==> src/rtl/cavlc_blk_sched_if.sv <==
// cavlc_blk_sched_if: macroblock start, nonzero-block mask and packer backpressure in;
// block schedule (type, phase, block index, busy, done) out.
interface cavlc_blk_sched_if;
  logic        mb_start;
  logic [2:0]  mb_type;
  logic [26:0] blk_nz_mask;
  logic        out_ready;
  logic [2:0]  control_state;
  logic [3:0]  enc_state;
  logic [4:0]  cnt4x4;
  logic        busy;
  logic        mb_done;
  modport master (
    output mb_start, mb_type, blk_nz_mask, out_ready,
    input  control_state, enc_state, cnt4x4, busy, mb_done
  );
  modport slave (
    input  mb_start, mb_type, blk_nz_mask, out_ready,
    output control_state, enc_state, cnt4x4, busy, mb_done
  );
endinterface

==> src/rtl/cavlc_blk_sched.sv <==
// cavlc_blk_sched: walks the 4x4 blocks of one macroblock, eight encode phases per block.
// Define CAVLC_SKIP_EMPTY_BLK_EN to pass over blocks whose mask bit is clear in one cycle.
module cavlc_blk_sched (
  input logic clk,
  input logic rst_n,
  cavlc_blk_sched_if.slave bus
);
  localparam logic [1:0] S_IDLE = 2'd0, S_LOAD = 2'd1, S_ENC = 2'd2, S_DONE = 2'd3;
  logic [1:0] state;
  logic [4:0] last_cnt, nxt_cnt;
  logic accept, blk_end, last_blk, nxt_nz;
  assign accept   = state == S_IDLE && bus.mb_start && bus.mb_type != 3'd0;
  assign last_cnt = bus.control_state == 3'd2 ? 5'd27 : 5'd26;
  assign last_blk = bus.cnt4x4 == last_cnt;
  assign nxt_cnt  = state == S_LOAD ? 5'd1 : bus.cnt4x4 + 5'd1;
  // a phase of 0 inside ENC marks a skipped block, which ends regardless of out_ready
  assign blk_end  = state == S_ENC && (bus.enc_state == 4'd0 || (bus.out_ready && bus.enc_state == 4'd8));
`ifdef CAVLC_SKIP_EMPTY_BLK_EN
  logic [26:0] mask;
  logic [31:0] mask_x;
  // block 27 has no mask bit, so it is always encoded
  assign mask_x = {5'h1f, mask};
  assign nxt_nz = mask_x[nxt_cnt];
  always_ff @(posedge clk or negedge rst_n)
    if (!rst_n) mask <= '0;
    else if (accept) mask <= bus.blk_nz_mask;
`else
  assign nxt_nz = 1'b1;
`endif
  always_ff @(posedge clk or negedge rst_n)
    if (!rst_n) begin
      state             <= S_IDLE;
      bus.control_state <= '0;
      bus.enc_state     <= '0;
      bus.cnt4x4        <= '0;
      bus.busy          <= 1'b0;
      bus.mb_done       <= 1'b0;
    end else
      case (state)
        S_IDLE:
          if (accept) begin
            state             <= S_LOAD;
            bus.busy          <= 1'b1;
            bus.control_state <= bus.mb_type;
          end
        S_LOAD: begin
          state         <= S_ENC;
          bus.cnt4x4    <= nxt_cnt;
          bus.enc_state <= nxt_nz ? 4'd1 : 4'd0;
        end
        S_ENC:
          if (blk_end && last_blk) begin
            state         <= S_DONE;
            bus.busy      <= 1'b0;
            bus.mb_done   <= 1'b1;
            bus.cnt4x4    <= '0;
            bus.enc_state <= '0;
          end else if (blk_end) begin
            bus.cnt4x4    <= nxt_cnt;
            bus.enc_state <= nxt_nz ? 4'd1 : 4'd0;
          end else if (bus.out_ready)
            bus.enc_state <= bus.enc_state + 4'd1;
        default: begin
          state             <= S_IDLE;
          bus.mb_done       <= 1'b0;
          bus.control_state <= '0;
        end
      endcase
endmodule

==> src/flat_wrapper.sv <==
// flat-port wrapper written by rule: the top's interface ports become plain ports
module cavlc_blk_sched_flat 
  (clk, rst_n, bus_mb_start, bus_mb_type, bus_blk_nz_mask, bus_out_ready, bus_control_state, bus_enc_state, bus_cnt4x4, bus_busy, bus_mb_done);
  cavlc_blk_sched_if bus_i ();
  input logic clk;
  input logic rst_n;
  input wire logic [$bits(bus_i.mb_start)-1:0] bus_mb_start;
  input wire logic [$bits(bus_i.mb_type)-1:0] bus_mb_type;
  input wire logic [$bits(bus_i.blk_nz_mask)-1:0] bus_blk_nz_mask;
  input wire logic [$bits(bus_i.out_ready)-1:0] bus_out_ready;
  output wire logic [$bits(bus_i.control_state)-1:0] bus_control_state;
  output wire logic [$bits(bus_i.enc_state)-1:0] bus_enc_state;
  output wire logic [$bits(bus_i.cnt4x4)-1:0] bus_cnt4x4;
  output wire logic [$bits(bus_i.busy)-1:0] bus_busy;
  output wire logic [$bits(bus_i.mb_done)-1:0] bus_mb_done;
  assign bus_i.mb_start = bus_mb_start;
  assign bus_i.mb_type = bus_mb_type;
  assign bus_i.blk_nz_mask = bus_blk_nz_mask;
  assign bus_i.out_ready = bus_out_ready;
  assign bus_control_state = bus_i.control_state;
  assign bus_enc_state = bus_i.enc_state;
  assign bus_cnt4x4 = bus_i.cnt4x4;
  assign bus_busy = bus_i.busy;
  assign bus_mb_done = bus_i.mb_done;
  cavlc_blk_sched u_core (.clk(clk), .rst_n(rst_n), .bus(bus_i));
endmodule
==> config.mk <==
export PLATFORM = sky130hd
export DESIGN_NAME = cavlc_blk_sched_flat
export DESIGN_NICKNAME = d
export VERILOG_FILES = /design/src/rtl/cavlc_blk_sched_if.sv /design/src/rtl/cavlc_blk_sched.sv /design/src/flat_wrapper.sv
export SDC_FILE = /design/constraint.sdc
export NUM_CORES = 1
export LEC_CHECK = 0
export BUFFER_PORTS_ARGS = -buffer_cell sky130_fd_sc_hd__buf_4
export CAP_MARGIN = 20
export CORE_UTILIZATION = 41
export DETAILED_ROUTE_END_ITERATION = 10
export GPL_TIMING_DRIVEN = 0
export PLACE_DENSITY = 0.79
export SLEW_MARGIN = 30
export SYNTH_ARGS = -nofsm -noshare
export SYNTH_HDL_FRONTEND = slang
export SYNTH_SLANG_ARGS = --single-unit
export TNS_END_PERCENT = 20
==> constraint.sdc <==
create_clock -name clk -period 1.67 [get_ports clk]
set_input_delay 0.334 -clock clk [delete_from_list [all_inputs] [get_ports clk]]
set_output_delay 0.334 -clock clk [all_outputs]
set_load 0.01 [all_outputs]
; ---- After elaboration in Yosys (flattened, before gate mapping)
; Cells that the tools add are included.
[totals]
reg_bits = 16
out_inout_bits = 14
[op_classes]
n_addsub = 2
n_eq_ne = 9
n_mux = 19
bitwise = 2
reduce_logical = 19
[ops]
columns = cell, count
row1 = two-way mux 5 bit, 3
row2 = two-way mux 4 bit, 3
row3 = one-hot mux 5 bit (2 select lines), 1
row4 = AND reduction 2 bit, 5
row5 = one-hot mux 4 bit (2 select lines), 1
row6 = one-hot mux 2 bit (3 select lines), 1
row7 = one-hot mux 3 bit (2 select lines), 1
row8 = adder 5 x 1 -> 5 bit (second input constant), 1
row9 = == test 5 bit, 1
row10 = logical AND 1 bit, 5
row11 = adder 4 x 1 -> 4 bit (second input constant), 1
row12 = == test 4 bit (second input constant), 1
row13 = logical NOT 4 bit, 1
row14 = two-way mux 1 bit, 4
row15 = two-way mux 2 bit, 2
row16 = inequality test 4 x 3 -> 1 bit (second input constant), 1
row17 = one-hot mux 1 bit (2 select lines), 2
row18 = nonzero test 2 bit, 2
row19 = OR reduction 2 bit, 2
row20 = == test 3 x 2 -> 1 bit (second input constant), 1
row21 = two-way mux 3 bit, 1
row22 = inequality test 3 x 2 -> 1 bit (second input constant), 1
row23 = AND reduction 3 bit, 1
row24 = nonzero test 3 bit, 1
row25 = 7 further kinds, 8

; ---- Depth between registers and ports, before layout
[depth]
ltp_word = 7
depth_mapped = 7

; ---- Worst setup path after synthesis
; No wires, ideal clock.
[synth_timing]
kind = flip-flop to flip-flop
start = register u_core.bus.enc_state[0]
end = register u_core.bus.enc_state[0]
arrival_time_ns = 1.579
slack_ns = -0.031
stages_incl_launch_ff = 7
n_path_buf = 0
cell_sequence = dfrtp_1 inv_1 ha_1 nor2b_4 nand3_4 or3_4 a32o_1
[synth_via]
elab_chain_len = 7
[synth_lines]
columns = element, line
row1 = from (decl), cavlc_blk_sched_if.sv:19  ; output control_state, enc_state, cnt4x4, busy, mb_done
row2 = from (signal assigned), cavlc_blk_sched.sv:49  ; bus.enc_state <= nxt_nz ? 4'd1 : 4'd0;
row3 = from (signal assigned), cavlc_blk_sched.sv:60  ; bus.enc_state <= nxt_nz ? 4'd1 : 4'd0;
row4 = from (signal assigned), cavlc_blk_sched.sv:62  ; bus.enc_state <= bus.enc_state + 4'd1;
row5 = "parallel branches: the longest is 7 deep, another holds adder 4 x 1 -> 4 bit", --
; Parallel ways; which one is timed is not known. The select of a mux whose other input is x is not followed.
; A chain may end at the register's enable or synchronous reset.

; ---- Final worst setup path
[layout_timing]
start = register u_core.state[0]
end = register u_core.bus.enc_state[0]
[layout_via]
elab_chain_len = 5
[layout_lines]
columns = element, line
row1 = from (decl), cavlc_blk_sched.sv:9  ; logic [1:0] state;
row2 = from (signal assigned), cavlc_blk_sched.sv:32  ; state <= S_IDLE;
row3 = from (signal assigned), cavlc_blk_sched.sv:42  ; state <= S_LOAD;
row4 = from (signal assigned), cavlc_blk_sched.sv:47  ; state <= S_ENC;
row5 = == test 2 bit, "cavlc_blk_sched.sv:17, cavlc_blk_sched.sv:39"
row6 = logical AND 1 bit, cavlc_blk_sched.sv:17  ; assign blk_end = state == S_ENC && (bus.enc_state == 4'd0 || (bus.out_ready && bus.enc_state == 4'd8));
row7 = two-way mux 4 bit / logical AND 1 bit (equally long branches), "cavlc_blk_sched.sv:58, cavlc_blk_sched.sv:52"
row8 = two-way mux 4 bit / inequality test 4 x 3 -> 1 bit (equally long branches), --
row9 = one-hot mux 4 bit (2 select lines) / AND reduction 2 bit (equally long branches), --
; Several ways; a longest one is shown, not always the timed one.

==> metrics.md <==
| Metric | Value |
|---|---|
| Cell at the slowest stage of the critical path | `or3_4` |
| Power per Cell Area | `1670 nW/um2` |
| Adder and majority gate portion of the synthesized area | `0.07481` |
| Worst Path Required | `1.85 ns` |
| Die area | `2649 um2` |
| Worst clock skew | `0.01904 ns` |
| Routed len/inst | `14.69 um` |
| Number of vias in the routed layout | `about 940` |
| Path class of the lowest-slack min-delay path | `primary input to flop` |
| Final wirelength | `2.395 mm` |
| Routed vias/inst | `5.742` |
| Worst slew slack as a fraction of its limit | `0.6473` |
| Setup repair after global routing missed its margin | `yes` |
| DIE WIDTH | `about 51 um` |
| Count of endpoints failing hold in the final timing report | `0` |
| Endpoint type of the worst setup path | `flop` |
| Ranking of synthesized cells by area | `dfrtp_1, ha_1, a31oi_1, nor2b_1, inv_1` |
| Violation count after the first detailed-route iteration | `20` |
| GRT Total Usage | `0.1856` |
| Number of distinct standard cells referenced by the synthesized netlist | `40` |
| Area fraction of the dominant cell type after synthesis | `0.3990` |
| Slowest stage delay, CP | `0.42 ns` |
| TritonCTS clock tree | `built` |
| Time the worst path needs with I/O delays and setup | `approximately 1.7 ns` |
| Fraction of final layout cells with drive strength greater than 1 | `0.4296` |
| Antenna violations before repair | `0` |
| Ports | `48` |
| Leakage power | `approximately 0.63 nW` |
| Core outline area | `2255 um2` |
| Via count of the first global-routing pass | `812` |
| Clock Tree Root | `clkbuf_4` |
| Global-route wire length before repair | `approximately 3.6 mm` |
| Sequential fraction of the synthesis area | `0.3990` |
| Cell breakdown of the critical path | `inv_2, ha_2, buf_6, nand3_4, or3_4, a32o_1` |
| Synthesized-area fraction occupied by ao, oa, aoi and oai cells | `0.2145` |
| Run status | `finished with violations` |
| Cell Area, Synth | `between 1000 and 1500 um2` |
| Worst supply voltage drop on vdd | `1231 uV` |
| Gate count of the mapped netlist | `99` |
| Total grt overflow | `0` |
| Count of nets after finishing | `176` |
| Post-DP Area | `1189 um2` |
| Number of sinks on the clock net | `16` |
| Buffers & Inverters on Critical Path | `2` |
| Critical Path AT | `~1.9 ns` |
| Largest net degree at the start of global routing | `17` |
| Dominant register cell in the synthesized netlist | `dfrtp_1` |
| Post-synthesis average cell area | `10.14 um2` |
| Async set-reset flop share out of synthesis | `1.000` |
| Nets in the synthesized netlist | `139` |
| Post-synthesis share of cell area spent on and, or, nand and nor gates | `0.2357` |
| Kind of launch point of the worst setup path | `flop` |
| Critical path start-end classification | `flop to flop` |
| Library cell with the highest instance count after synthesis | `dfrtp_1` |
| Post-route DRC | `0` |
| H-tree Lvls | `1` |
| Standard-cell rows | `17` |
| Final number of max-transition violations | `0` |
| CTS max path bufs | `2` |
| Count of final setup violators | `1` |
| Synth area leader | `dfrtp_1` |
| Post-Layout Cell Count | `163` |
| XOR/XNOR share of the synthesized area | `0.03491` |
| Dpl hpwl | `1.602 mm` |
| Clk_lat worst skew | `roughly 0.3 ns` |
| Reported max-cap violation count | `0` |
| Violations in the final reports | `setup timing` |
| Count of yosys warnings during synthesis | `0` |
| Largest delay contributor family on the critical path | `simple AND/OR/NAND/NOR gates` |
| TritonRoute pass-1 iters | `4` |
| Combinational family with the most area after synthesis | `simple AND/OR/NAND/NOR gates` |
| Routability cong. | `~0.8` |
| Critical path fanouts, max | `5` |
| Count of input and output buffers | `20` |
| Share of synthesized area spent on multiplexers | `0` |
| Clock transition at the registers of the reported paths | `0.11 ns` |
| Timing-limited maximum frequency | `587.1 MHz` |
| Number of buffers inserted during clock tree synthesis | `3` |
| Antenna Violating Nets Remaining | `0` |
| Post-layout total power | `2.250 mW` |
| Worst Setup Slack, final | `-0.03342 ns` |
| Top cell types by occurrence after synthesis | `dfrtp_1, inv_1, nand2_1, ha_1` |
| Number of synthesized register bits | `16` |
| Starting Density | `0.4451` |
| Number of synthesized flops with an enable pin | `0` |
| Placed insts | `147` |
| Number of antenna cells inserted | `0` |
| Final worst-path cycle share | `1.020` |
| Worst Max-Slew Pin Slew | `~0.52 ns` |
| Area delta synth->final | `34.29%` |
| Die outline height | `51.47 um` |
| Non-Filler Cell Area, Final | `1348 um2` |
final timing paths:
check | from | cells after the start | slack [ns] | endpoint
max in group asynchronous | rst_n | 2 | 1.05 | u_core.bus.control_state[1]
setup reg to reg | u_core.state[0] | 6 | -0.03 | u_core.bus.enc_state[0]
hold reg to reg | u_core.bus.mb_done | 2 | 0.52 | u_core.bus.mb_done
setup / recovery | u_core.state[0] | 6 | -0.03 | u_core.bus.enc_state[0]
min in group asynchronous | rst_n | 2 | 0.41 | u_core.bus.cnt4x4[0]
hold / removal | bus_mb_type[2] | 2 | 0.26 | u_core.bus.control_state[2]
stage by stage:
step                      worst slack (ns)  setup TNS, ns  utilization  hold WS [ns]
final                             -0.03342       -0.03342       0.5977        0.2646
after global routing              -0.07037        -0.1174       0.5977        0.2620
after CTS                         -0.02769       -0.04545       0.5560        0.2624
after detailed placement          -0.05842        -0.1161       0.5272        0.2084
after global placement            -0.03788       -0.04661       0.5272        0.2054
after floorplan                    0.01499              0            -       0.03841
power breakdown:
group,leakage [nW],switching (mW),internal [mW],total (mW)
Combinational,0.400,0.687,0.687,1.37
Sequential,0.207,0.121,0.489,0.609
Clock,0.0210,0.134,0.133,0.267
timing repair:
item | in CTS | in global routing
hold endpoints to repair | 16 | 0
endpoints found under the setup margin | 5 | 13
resized for setup | 1 | 6
hold buffers | 1 | 0
gates cloned | 0 | 1
setup buffers | 2 | 9
pin swaps | 0 | 3
sequential cells by signal, summed over array words and instances (netlist names):
name / count
u_core.bus.cnt4x4: 5
u_core.bus.enc_state: 4
u_core.bus.control_state: 3
u_core.state: 2
u_core.bus.busy: 1
u_core.bus.mb_done: 1
cell families (layout without fill, tap and decap cells):
logic type / after synthesis / count (layout)
simple gates: 33 / 33
compound gates: 30 / 30
fa+ha+maj: 6 / 6
xor+xnor: 4 / 4
flops: 16 / 16
buf+inv: 10 / 46
cell type report:
type                            count  area (um2)
Clock buffer                        4       36.28
Tap cell                           28       35.03
Sequential cell                    16       400.4
Timing Repair Buffer               33       247.7
Inverter                            8       30.03
Buffer                              1       11.26
Multi-Input combinational cell     73       586.8
Fill cell                         203       907.1
per-layer routing:
metal | up-vias | GRT usage | share of wire
met1 | 463 | 0.2316 | 0.44
met5 | - | 0 | 0
met3 | 2 | 0.05357 | 0.041
met2 | 29 | 0.3030 | 0.51
li1 | 442 | - | -
met4 | 0 | 0.06306 | 0.0054
placed cells by master (no fill, tap or decap), types with 4 or more instances in the layout:
cell and count:
inv_1 5, o21ai_0 5, nand2_1 7, dfrtp_1 16
buf_4 31, ha_1 4, a31oi_1 4, nor2b_1 5
worst reg2reg max path, delay by kind of cell, from the launching register on:
kind                       cells  cell delay, ns
AOI/OAI and AO/OA              1            0.27
adders and majority gates      1            0.19
buffers and inverters          2            0.21
DFF                            1            0.41
and+or+nand+nor                2            0.50
No activity file was read; power rests on OpenSTA's default activity.
